--- src/rtl/enc_buf_pkg.sv ---
// Shared types for the multibank encoder output buffer.
// Holds the drain FSM states and the read-mode encodings.
package enc_buf_pkg;

   typedef enum logic [1:0] {
      ST_IDLE   = 2'd0,
      ST_SERIAL = 2'd1,
      ST_PAR    = 2'd2
   } enc_buf_state_e;

   localparam logic RD_SERIAL = 1'b0;
   localparam logic RD_PAR    = 1'b1;

endpackage

--- src/rtl/enc_buf_bank.sv ---
// One buffer bank: a LANES x DW word register with a valid flag.
// Clearing drops only the valid flag; the stale data is masked downstream.
module enc_buf_bank #(
   parameter int unsigned LANES = 4,
   parameter int unsigned DW    = 4
) (
   input  logic                        clk_i,
   input  logic                        rst_ni,
   input  logic                        load_i,
   input  logic                        clr_i,
   input  logic [LANES-1:0][DW-1:0]    data_i,
   output logic [LANES-1:0][DW-1:0]    data_o,
   output logic                        vld_o
);

   logic [LANES-1:0][DW-1:0] data_q;
   logic                     vld_q;

   always_ff @(posedge clk_i or negedge rst_ni) begin
      if (!rst_ni) begin
         data_q <= '0;
         vld_q  <= 1'b0;
      end else begin
         if (load_i) begin
            data_q <= data_i;
         end
         if (clr_i) begin
            vld_q <= 1'b0;
         end else if (load_i) begin
            vld_q <= 1'b1;
         end
      end
   end

   assign data_o = data_q;
   assign vld_o  = vld_q;

endmodule

--- src/rtl/enc_out_multibank_buffer.sv ---
// Multibank encoder output buffer: fills BANKS banks in order, then drains them
// either one bank per handshake or as a single one-cycle parallel snapshot.
module enc_out_multibank_buffer
   import enc_buf_pkg::*;
#(
   parameter int unsigned LANES = 4,
   parameter int unsigned DW    = 4,
   parameter int unsigned BANKS = 2,
   parameter int unsigned PW    = $clog2(BANKS)
) (
   input  logic                                  clk_i,
   input  logic                                  rst_ni,
   input  logic [LANES-1:0][DW-1:0]              enc_data_i,
   input  logic                                  wr_en_i,
   output logic                                  wr_ready_o,
   input  logic                                  clr_i,
   input  logic                                  rd_mode_i,
   input  logic                                  rd_start_i,
   output logic [LANES-1:0][DW-1:0]              out_data_o,
   output logic [PW-1:0]                         out_bank_o,
   output logic                                  out_valid_o,
   input  logic                                  out_ready_i,
   output logic [BANKS-1:0][LANES-1:0][DW-1:0]   out_all_o,
   output logic                                  out_all_valid_o,
   output logic [$clog2(BANKS+1)-1:0]            count_o,
   output logic                                  full_o,
   output logic                                  empty_o,
   output logic                                  overflow_o
);

   localparam int unsigned CW = $clog2(BANKS + 1);

   enc_buf_state_e state_q;
   logic [CW-1:0]  wr_ptr_q;
   logic [CW-1:0]  rd_ptr_q;
   logic [CW-1:0]  count_q;
   logic           overflow_q;

   logic                                 out_valid_q;
   logic [LANES-1:0][DW-1:0]             out_data_q;
   logic [PW-1:0]                        out_bank_q;
   logic                                 out_all_valid_q;
   logic [BANKS-1:0][LANES-1:0][DW-1:0]  out_all_q;

   logic [BANKS-1:0][LANES-1:0][DW-1:0]  bank_data;
   logic [BANKS-1:0]                     bank_vld;
   logic [BANKS-1:0]                     bank_load;
   logic [BANKS-1:0]                     bank_clr;
   logic [BANKS-1:0][LANES-1:0][DW-1:0]  view_data;
   logic [LANES-1:0][DW-1:0]             next_data;

   logic          full;
   logic          empty;
   logic          wr_ready;
   logic          wr_fire;
   logic          start_fire;
   logic          xfer;
   logic          last_xfer;
   logic [CW-1:0] rd_next;

   assign full       = (count_q == CW'(BANKS));
   assign empty      = (count_q == '0);
   assign wr_ready   = (state_q == ST_IDLE) && !full && !clr_i;
   assign wr_fire    = wr_en_i && wr_ready;
   // A write accepted alongside rd_start makes an empty buffer readable.
   assign start_fire = (state_q == ST_IDLE) && rd_start_i && !clr_i && (!empty || wr_fire);
   assign xfer       = (state_q == ST_SERIAL) && out_valid_q && out_ready_i;
   assign last_xfer  = xfer && (count_q == CW'(1));
   assign rd_next    = rd_ptr_q + CW'(1);

   // view_data is the bank contents as they will look after this edge's write,
   // so a same-cycle write is visible to the read that starts with it.
   always_comb begin
      bank_load = '0;
      bank_clr  = '0;
      view_data = '0;
      next_data = '0;
      for (int unsigned b = 0; b < BANKS; b++) begin
         bank_load[b] = wr_fire && (wr_ptr_q == CW'(b));
         bank_clr[b]  = clr_i || (state_q == ST_PAR) || (xfer && (rd_ptr_q == CW'(b)));
         if (bank_load[b]) begin
            view_data[b] = enc_data_i;
         end else if (bank_vld[b]) begin
            view_data[b] = bank_data[b];
         end
         if (rd_next == CW'(b)) begin
            next_data = bank_data[b];
         end
      end
   end

   for (genvar b = 0; b < BANKS; b++) begin : g_bank
      enc_buf_bank #(
         .LANES (LANES),
         .DW    (DW)
      ) u_bank (
         .clk_i  (clk_i),
         .rst_ni (rst_ni),
         .load_i (bank_load[b]),
         .clr_i  (bank_clr[b]),
         .data_i (enc_data_i),
         .data_o (bank_data[b]),
         .vld_o  (bank_vld[b])
      );
   end

   always_ff @(posedge clk_i or negedge rst_ni) begin
      if (!rst_ni) begin
         state_q         <= ST_IDLE;
         wr_ptr_q        <= '0;
         rd_ptr_q        <= '0;
         count_q         <= '0;
         overflow_q      <= 1'b0;
         out_valid_q     <= 1'b0;
         out_data_q      <= '0;
         out_bank_q      <= '0;
         out_all_valid_q <= 1'b0;
         out_all_q       <= '0;
      end else if (clr_i) begin
         state_q         <= ST_IDLE;
         wr_ptr_q        <= '0;
         rd_ptr_q        <= '0;
         count_q         <= '0;
         overflow_q      <= 1'b0;
         out_valid_q     <= 1'b0;
         out_data_q      <= '0;
         out_bank_q      <= '0;
         out_all_valid_q <= 1'b0;
         out_all_q       <= '0;
      end else begin
         if (wr_en_i && !wr_ready) begin
            overflow_q <= 1'b1;
         end
         if (wr_fire) begin
            wr_ptr_q <= wr_ptr_q + CW'(1);
            count_q  <= count_q + CW'(1);
         end
         case (state_q)
            ST_IDLE: begin
               if (start_fire) begin
                  rd_ptr_q <= '0;
                  if (rd_mode_i == RD_PAR) begin
                     state_q         <= ST_PAR;
                     out_all_valid_q <= 1'b1;
                     out_all_q       <= view_data;
                  end else begin
                     state_q     <= ST_SERIAL;
                     out_valid_q <= 1'b1;
                     out_data_q  <= view_data[0];
                     out_bank_q  <= '0;
                  end
               end
            end
            ST_SERIAL: begin
               if (xfer) begin
                  count_q <= count_q - CW'(1);
                  if (last_xfer) begin
                     state_q     <= ST_IDLE;
                     out_valid_q <= 1'b0;
                     out_data_q  <= '0;
                     out_bank_q  <= '0;
                     wr_ptr_q    <= '0;
                     rd_ptr_q    <= '0;
                  end else begin
                     rd_ptr_q   <= rd_next;
                     out_data_q <= next_data;
                     out_bank_q <= rd_next[PW-1:0];
                  end
               end
            end
            ST_PAR: begin
               state_q         <= ST_IDLE;
               out_all_valid_q <= 1'b0;
               out_all_q       <= '0;
               wr_ptr_q        <= '0;
               rd_ptr_q        <= '0;
               count_q         <= '0;
            end
            default: state_q <= ST_IDLE;
         endcase
      end
   end

   assign wr_ready_o      = wr_ready;
   assign out_data_o      = out_data_q;
   assign out_bank_o      = out_bank_q;
   assign out_valid_o     = out_valid_q;
   assign out_all_o       = out_all_q;
   assign out_all_valid_o = out_all_valid_q;
   assign count_o         = count_q;
   assign full_o          = full;
   assign empty_o         = empty;
   assign overflow_o      = overflow_q;

endmodule
--- config.mk ---
export PLATFORM = sky130hd
export DESIGN_NAME = enc_out_multibank_buffer
export DESIGN_NICKNAME = d
export VERILOG_FILES = /design/src/rtl/enc_buf_pkg.sv /design/src/rtl/enc_buf_bank.sv /design/src/rtl/enc_out_multibank_buffer.sv
export SDC_FILE = /design/constraint.sdc
export NUM_CORES = 1
export LEC_CHECK = 0
export BUFFER_PORTS_ARGS = -buffer_cell sky130_fd_sc_hd__buf_2
export CORE_UTILIZATION = 35
export DETAILED_ROUTE_END_ITERATION = 12
export HOLD_SLACK_MARGIN = 0.02
export PLACE_DENSITY = 0.58
export SYNTH_ARGS = -nofsm -noshare
export SYNTH_HDL_FRONTEND = slang
export SYNTH_HIERARCHICAL = 1
export SYNTH_SLANG_ARGS = --single-unit
--- constraint.sdc ---
create_clock -name clk_i -period 2.42 [get_ports clk_i]
set_clock_uncertainty 0.2 [all_clocks]
set_input_delay 0.363 -clock clk_i [delete_from_list [all_inputs] [get_ports clk_i]]
set_output_delay 0.363 -clock clk_i [all_outputs]
set_load 0.1 [all_outputs]
# [Word level (Yosys, flattened, before mapping)]
# Index checks and enable logic that the tools add are counted.
[classes] addsub=4 n_eq_ne=12 n_mux=58 reduce_logical=38
[ops] op="16-bit two-way mux" count=11
[ops] op="32-bit two-way mux" count=3
[ops] op="32-bit one-hot mux with 2 select lines" count=1
[ops] op="2-bit two-way mux" count=16
[ops] op="16-bit one-hot mux with 2 select lines" count=1
[ops] op="1-bit two-way mux" count=19
[ops] op="3-bit != test, second input constant" count=5
[ops] op="1-bit logical AND" count=14
[ops] op="2-bit one-hot mux with 2 select lines" count=3
[ops] op="2-bit by 1-bit == test with 1-bit output, second input constant" count=5
[ops] op="2-bit logical NOT" count=5
[ops] op="3-bit AND reduction" count=3
[ops] op="2-bit by 1-bit adder with 2-bit output, second input constant" count=3
[ops] op="1-bit one-hot mux with 2 select lines" count=3
[ops] op="2-bit one-hot mux with 3 select lines" count=1
[ops] op="2-bit nonzero test" count=3
[ops] op="3-bit nonzero test" count=2
[ops] op="5-bit AND reduction" count=1
[ops] op="2-bit == test, second input constant" count=2
[ops] op="1-bit logical NOT" count=4
[ops] op="1-bit logical OR" count=4
[ops] op="4-bit AND reduction" count=1
[ops] op="4-bit nonzero test" count=1
[ops] op="2-bit by 1-bit subtractor with 2-bit output, second input constant" count=1
[totals] regBits=94 input_bits=23 output_inout_bits=57 wordCells=142

# [Logic depth before layout (Yosys ltp)]
# Gate-level depths: netlist of run 1.
[logic_depth] depth_word=11 ltp_mapped=10 depth_no_buf=6

# [Modules after synthesis]
# The synthesis of run 1 kept the hierarchy.
[by_module_without_submodules] module="enc_out_multibank_buffer" instances=1 cells_per_inst=355 area_each_um2=3534.6 seq_area_each_um2=1501.4
[by_module_without_submodules] module="enc_buf_bank" instances=2 cells_per_inst=36 area_each_um2=680.7 seq_area_each_um2=425.4

# [Least setup slack after synthesis of run 1]
# No wires, ideal clock.
[synth_timing] path_type="register -> register" startpoint="reg count_q[1], in the netlist count_o[1]" endpoint="reg g_bank[1].u_bank.data_q, in the netlist g_bank[1].u_bank/data_o[0]" setup_ns=0.125 arrival_time_ns=3.411 required_ns=2.095 slack_ns=-1.316 stages_incl_launch_ff=10 path_buffers=4 period_less_slack_ns=3.736 cell_sequence="dfrtp_1 > ha_1 > and4bb_1 > buf_4 > nand2_1 > clkbuf_1 > inv_1 > buf_6 > buf_12 > mux2_4"
[synth_between] elab_chain_cells=6
[synth_rtl] item="start: declaration" line_no="enc_out_multibank_buffer.sv:36" text="logic [CW-1:0] count_q;"
[synth_rtl] item="start signal: assignment" line_no="enc_out_multibank_buffer.sv:136" text="count_q <= count_q + CW'(1);"
[synth_rtl] item="start signal: assignment" line_no="enc_out_multibank_buffer.sv:156" text="count_q <= count_q - CW'(1);"
[synth_rtl] item="2-bit == test" line_no="enc_out_multibank_buffer.sv:61" text="assign full = (count_q == CW'(BANKS));"
[synth_rtl] item="named net full_o" line_no="enc_out_multibank_buffer.sv:26" text="output logic full_o,"
[synth_rtl] item="1-bit logical NOT" line_no="enc_out_multibank_buffer.sv:63" text="assign wr_ready = (state_q == ST_IDLE) && !full && !clr_i;"
[synth_rtl] item="1-bit logical AND (2 in a row)" line_no="enc_out_multibank_buffer.sv:63"
[synth_rtl] item="1-bit logical AND" line_no="enc_out_multibank_buffer.sv:64" text="assign wr_fire = wr_en_i && wr_ready;"
[synth_rtl] item="1-bit logical AND" line_no="enc_out_multibank_buffer.sv:79" text="bank_load[b] = wr_fire && (wr_ptr_q == CW'(b));"
[synth_rtl] item="named net bank_load[1]" line_no="enc_out_multibank_buffer.sv:47" text="logic [BANKS-1:0] bank_load;"
[synth_rtl] item="end signal: assignment" line_no="enc_buf_bank.sv:25" text="data_q <= data_i;"
[synth_rtl] item="end: declaration" line_no="enc_buf_bank.sv:16" text="logic [LANES-1:0][DW-1:0] data_q;"
# The timed path passes the listed nets, and every way through them passes these cells.
# A chain may end at the register's enable or synchronous reset.

# [Worst setup path after layout of run 1]
[layout_timing] startpoint="reg state_q[0]" endpoint="reg out_all_q, in the netlist out_all_o[4]"
[layout_between] elab_chain_cells=10 word_cells_on_any_way=19 cone_classes="eq/ne (3); mux (5); reduce/logical (11)"
[layout_rtl] item="start: declaration" line_no="enc_out_multibank_buffer.sv:33" text="enc_buf_state_e state_q;"
[layout_rtl] item="start signal: assignment" line_no="enc_out_multibank_buffer.sv:109" text="state_q <= ST_IDLE;"
[layout_rtl] item="start signal: assignment" line_no="enc_out_multibank_buffer.sv:120" text="state_q <= ST_IDLE;"
[layout_rtl] item="start signal: assignment" line_no="enc_out_multibank_buffer.sv:143" text="state_q <= ST_PAR;"
[layout_rtl] item="2-bit logical NOT" line_no="enc_out_multibank_buffer.sv:63, enc_out_multibank_buffer.sv:66, enc_out_multibank_buffer.sv:138"
[layout_rtl] item="1-bit logical AND (2 in a row)" line_no="enc_out_multibank_buffer.sv:63"
[layout_rtl] item="1-bit logical AND" line_no="enc_out_multibank_buffer.sv:64"
[layout_rtl] item="1-bit logical AND" line_no="enc_out_multibank_buffer.sv:79"
[layout_rtl] item="16-bit two-way mux" line_no="enc_out_multibank_buffer.sv:81" text="if (bank_load[b]) begin"
[layout_rtl] item="32-bit two-way mux" line_no="enc_out_multibank_buffer.sv:142" text="if (rd_mode_i == RD_PAR) begin"
[layout_rtl] item="32-bit two-way mux" line_no="enc_out_multibank_buffer.sv:140" text="if (start_fire) begin"
[layout_rtl] item="32-bit one-hot mux with 2 select lines" line_no="enc_out_multibank_buffer.sv:138" text="case (state_q)"
[layout_rtl] item="32-bit two-way mux" line_no="enc_out_multibank_buffer.sv:119" text="end else if (clr_i) begin"
[layout_rtl] item="end signal: assignment" line_no="enc_out_multibank_buffer.sv:145" text="out_all_q <= view_data;"
[layout_rtl] item="end: declaration" line_no="enc_out_multibank_buffer.sv:43" text="logic [BANKS-1:0][LANES-1:0][DW-1:0] out_all_q;"
# Several ways; a longest one is shown, not always the timed one. The select of a mux whose other input is x is not followed.

==> results of run 1 <==
## sequential cells by signal, summed over array words and instances, names as in the netlist
signal	count
out_data_o	16
rd_ptr_q	2
g_bank.u_bank/vld_o	2
out_all_o	32
overflow_o	1
wr_ptr_q	2
count_o	2
out_valid_o	1
g_bank.u_bank/data_o	32
out_all_valid_o	1
state_q	2
out_bank_o	1
## worst max path at each step
stage          depth (start not counted)  slack, ps  startpoint                    endpoint
6_report                               8         70  state_q[0]                out_all_o[4]
5_1_grt                                8        -20  state_q[0]                out_all_o[4]
4_1_cts                                6         40  state_q[0]              out_data_o[14]
3_5_place_dp                           7        -60  state_q[0]              out_data_o[14]
3_3_place_gp                           7         90  state_q[0]               out_data_o[8]
2_1_floorplan                         10       -310  count_o[0]  g_bank[0].u_bank/data_o[0]
## metrics by stage
stage / total power, mW / hold slack [ps]
floorplan: 4.57 / -133
global placement: 5.25 / 134
detailed placement: 5.30 / 135
CTS: 6.60 / 70.6
global route: 6.91 / 97.3
finish: 6.60 / 74.9
## placed cells by master, fill, tap and decap left out, drive strengths merged, types with 2 or more instances in the layout
master	count
buf	111
dfrtp	94
a21oi	39
mux2	34
o2bb2ai	32
nand2	18
o31ai	18
and3	17
a31oi	17
o311ai	17
or3	16
a22oi	15
ha	12
inv	10
clkbuf	10
nor2	10
nand2b	5
clkinv	4
nor3	4
nor2b	3
o21ai	3
and2	3
a211o	2
and3b	2
o41ai	2
o21ba	2
dlygate4sd3	2
## routing by layer
metal / track usage / wire length (µm)
met5: 0 / 0
met1: 0.287 / 6690
met2: 0.304 / 6400
met4: 0.0540 / 160
met3: 0.0410 / 637
## cell families (layout without fill, tap and decap cells)
logic type / Yosys count / after routing
fa+ha+maj: 12 / 12
mux: 35 / 35
flops: 94 / 94
simple gates: 80 / 81
buf+inv: 50 / 138
xor+xnor: 1 / 1
compound gates: 155 / 155
## final cells by class
| type | count | area, µm² | area share |
|---|---|---|---|
| clock buffers | 10 | 229 | 0.0388 |
| clock inverters | 5 | 27.5 | 0.00466 |
| inverters | 10 | 40.0 | 0.00678 |
| multi-input cells | 284 | 2310 | 0.391 |
| flip-flops and latches | 94 | 2360 | 0.400 |
| well taps | 176 | 220 | 0.0373 |
| repair buffers | 113 | 721 | 0.122 |
## power groups by stage
stage | combinational, mW | clock [mW] | sequential, mW
after CTS | 2.95 | 1.31 | 2.34
after detailed placement | 2.94 | 0 | 2.36
final | 2.97 | 1.28 | 2.35
after global routing | 3.15 | 1.37 | 2.39
after global placement | 2.90 | 0 | 2.34
after floorplan | 1.41 | 0 | 3.16
## critical path: stages, from the launching register on
cell and delay (ps):
dfrtp_1 410, inv_1 90, ha_1 290, and4bb_2 350
buf_4 220, a21oi_1 90, a21oi_1 330, buf_4 190
o2bb2ai_2 50
## what timing repair did
action / CTS / global route
pin swaps: 0 / 1
endpoints found under the hold margin: 28 / 0
gates cloned: 0 / 1
setup endpoints to repair: 6 / 29
hold buffers: 2 / 0
gates resized for setup: 1 / 6
==> reports/results.ini, run 1 <==
[outcome]
outcome=completed

[clock_network]
cts_setup_buffers=0
clk_pin_slew_ps=70
clk_path_buf_depth=2
htree_levels=3
clock_sinks=94
clkLatencyLatePin_ps=350
cts_root_buf=clkbuf_16
cts_tree=yes
cts_made_buffers=9

[routing]
dr.pass1.iters=4
via_per_inst=5.62
vias=3889
routed_wl_um=13900
drc=0
final_antenna_net_count=0
first_iter_violations=226
routedWlPerCell_um=20.1

[sta]
rsz0062_at_grt=yes
drv_slew=0
finalCritPeriodShare=0.969
max_freq_ghz=0.426
worst_pin_slew_ps=683
period_needed_ps=2350
setup_slack_ps=74.2
hold_viol=0
finalSetupTns_ps=0
finalSetupViolCount=0
maxSlewHeadroom=0.544

[power_and_ir_drop]
swShare=0.455
powerDensity_nw_per_um2=1120
pwr-share-clk=0.194
ir_drop_v=0.000419
p_int_mw=3.60
p_leak_nw=2.76
seq_power_share=0.355
switchingPower_mw=3.01
combPwrFrac=0.450

[place]
dp_cells=674
dpl_cell_area_um2=5600
finalWeightedCongestion=0.830
numPortBuffers=79
place_ws_ps=-57.9
dpl.hpwl_um=9610

[critical_path]
arrival_ps=2370
reg2reg_depth=8
r2r_start=state_q[0]
setup.worst_path.end_class=flop
reg2reg_to=out_all_o[4]
worstPathRequired_ps=2440
worstSetupPathType=reg2reg
worst_setup_path_start_kind=flop
cp_max_fo=13
r2r_setup_slack_ps=70

[logic_synthesis]
synth-edff-count=0
netlist_instances=427
syn_area_um2=4900
synth-xor-area-share=0.00179
ys_types=50
synth_ff_type=dfrtp_1
synthTopCellsByArea=dfrtp_1 48%, mux2_4 5.5%, a21oi_1 4.0%
synth_adder_area_share=0.0307
synthSimpleGateAreaFrac=0.0917
async_flop_share=1.00
synth_area_leader_cell=dfrtp_1
yosysMostFrequentCell=dfrtp_1
syn_nets=462
yosys_warnings=6
synth_top_cell_area_share=0.480
synth_top_family_by_area=compound AO/OA/AOI/OAI gates
ys_seq_area_frac=0.480
ys_ff_latch=94
synth_top_cells_by_count=94 x dfrtp_1, 39 x a21oi_1, 22 x o2bb2ai_1
avgSynthCellArea_um2=11.5
synth_mux_area_frac=0.0940
synth-compound-area-share=0.243

[floorplan]
die-area_um2=14500
die_h_um=120
row_count=42
initial_core_util=0.364
die_x_um=120
fp.coreArea_um2=13500
num_io_pins=80

[min_path]
hold_path_class=in2reg
hold_depth=3
worstHoldStart=wr_en_i
min_to=overflow_o

[finish]
antennaDiodeCount=0
drive_gt1_frac=0.370
finish.utilization=0.439
fillers=1317
final_nets=547
final_cell_count_no_fill=692
areaGrowthSynthToFinish_pct=20.6
fin_area_um2=5900

[run]
cap_violations=0

[grt]
grt_pass1_vias=3937
overflow=0
grt_pass1_wl_um=22100
grt_max_degree=50
antenna_found_initial=0
track_usage=0.199

Power figures use the tool's default switching activity.
==> inputs of run 2 (changes only) <==
Settings changed: CELL_PAD_IN_SITES_DETAIL_PLACEMENT from default to 2, CELL_PAD_IN_SITES_GLOBAL_PLACEMENT from default to 2, CORE_UTILIZATION 35 to 34, PLACE_DENSITY 0.58 to 0.79.
==> reports/results.ini, run 2 (synthesized netlist as in run 1, its figures left out) <==
[clock_network]
cts_root_buf=clkbuf_16
clkLatencyLatePin_ps=350
cts_made_buffers=9
clock_sinks=94
clk_pin_slew_ps=70
clk_path_buf_depth=2
htree_levels=3
cts_tree=yes

[power_and_ir_drop]
p_int_mw=3.80
finalPower_mw=7.07
p_leak_nw=2.79
combPwrFrac=0.449
swShare=0.462
switchingPower_mw=3.26
pwr-share-clk=0.211
ir_drop_v=0.000410
powerDensity_nw_per_um2=1180
seq_power_share=0.340

[sta]
hold_viol=0
max_freq_ghz=0.419
finalSetupViolCount=0
drv_slew=0
maxSlewHeadroom=0.532
timing.hold.ws_ps=106
period_needed_ps=2380
finalSetupTns_ps=0
worst_pin_slew_ps=702
finalCritPeriodShare=0.985

[floorplan]
num_io_pins=80
initial_core_util=0.350
fp.coreArea_um2=14000
die_h_um=122
die-area_um2=14900
die_x_um=122
row_count=43

[critical_path]
worst_setup_path_start_kind=flop
worstSetupPathType=reg2reg
cp_max_fo=13
worstPathRequired_ps=2460
arrival_ps=2420
setup.worst_path.end_class=flop
reg2reg_depth=6

[place]
numPortBuffers=79
dp_cells=675
dpl.hpwl_um=11900
finalWeightedCongestion=0.834

[routing]
vias=4071
dr.pass1.iters=4
drc=0
first_iter_violations=228
via_per_inst=5.85
routedWlPerCell_um=25.5
routed_wl_um=17700
final_antenna_net_count=0

[grt]
antenna_found_initial=0
grt_pass1_wl_um=26900
grt_pass1_vias=4520
overflow=0
grt_max_degree=52
track_usage=0.242

[finish]
fillers=1434
areaGrowthSynthToFinish_pct=22.3
final_nets=546
final_cell_mix=92 x dfrtp_1, 77 x buf_2, 39 x a21oi_1
antennaDiodeCount=0
final_cell_count_no_fill=696
mostFrequentLayoutCell=dfrtp_1
drive_gt1_frac=0.372

[outcome]
outcome=completed

[min_path]
hold_depth=2
hold_path_class=in2reg

[run]
cap_violations=0

==> run 2: final timing paths <==
check / startpoint / endpoint / slack, ps
hold / removal: enc_data_i[3] / g_bank[0].u_bank/data_o[3] / 110
hold reg to reg: out_all_o[25] / out_all_o[25] / 290
setup / recovery: count_o[1] / rd_ptr_q[0] / 40
setup reg to reg: count_o[1] / rd_ptr_q[0] / 40
min in group asynchronous: rst_ni / out_data_o[10] / 200
max in group asynchronous: rst_ni / out_data_o[15] / 1110
==> run 2: layout make-up <==
| cell class | instances | area, µm² | share of cell area |
|---|---|---|---|
| sequential | 94 | 2360 | 0.394 |
| multi-input combinational | 283 | 2310 | 0.385 |
| timing repair buffer | 113 | 746 | 0.125 |
| clock buffer | 11 | 253 | 0.0422 |
| tap | 180 | 225 | 0.0376 |
| clock inverter | 5 | 56.3 | 0.00940 |
| inverter | 10 | 40.0 | 0.00669 |
==> run 2: critical path, cell delays in order (launching register included) <==
cell	delay, ps
dfrtp_4	500
ha_4	190
and3b_1	290
nor3_2	60
buf_4	190
nor3_1	440
mux2_2	390
==> run 2: repair_timing <==
| item | CTS | global route |
|---|---|---|
| pin swaps | 0 | 1 |
| gates resized for setup | 1 | 5 |
| hold buffers | 1 | 0 |
| buffers inserted | 0 | 4 |
| endpoints found under the setup margin | 2 | 37 |
| endpoints found under the hold margin | 61 | 0 |
==> run 2: stage by stage <==
| stage | setup WS, ps | instance area, µm² | utilization |
|---|---|---|---|
| after floorplan | -306 | 4950 | - |
| after global placement | 155 | 5620 | 0.402 |
| after detailed placement | 34.1 | 5620 | 0.402 |
| after CTS | 9.26 | 5940 | 0.425 |
| after global routing | -62.5 | 5990 | 0.428 |
| final | 36.1 | 5990 | 0.428 |
==> run 2: power by group through the flow <==
stage / Clock [mW] / Sequential [mW] / Combinational, mW
after floorplan: 0 / 3.16 / 1.41
after global placement: 0 / 2.34 / 2.94
after detailed placement: 0 / 2.40 / 3.08
after CTS: 1.53 / 2.39 / 3.12
after global routing: 1.58 / 2.45 / 3.32
final: 1.49 / 2.40 / 3.17
==> run 2: metal layers <==
metal | global-route usage | part of all wire
met5 | 0 | 0
met4 | 0.0995 | 0.028
met3 | 0.0356 | 0.043
met2 | 0.391 | 0.49
met1 | 0.322 | 0.44
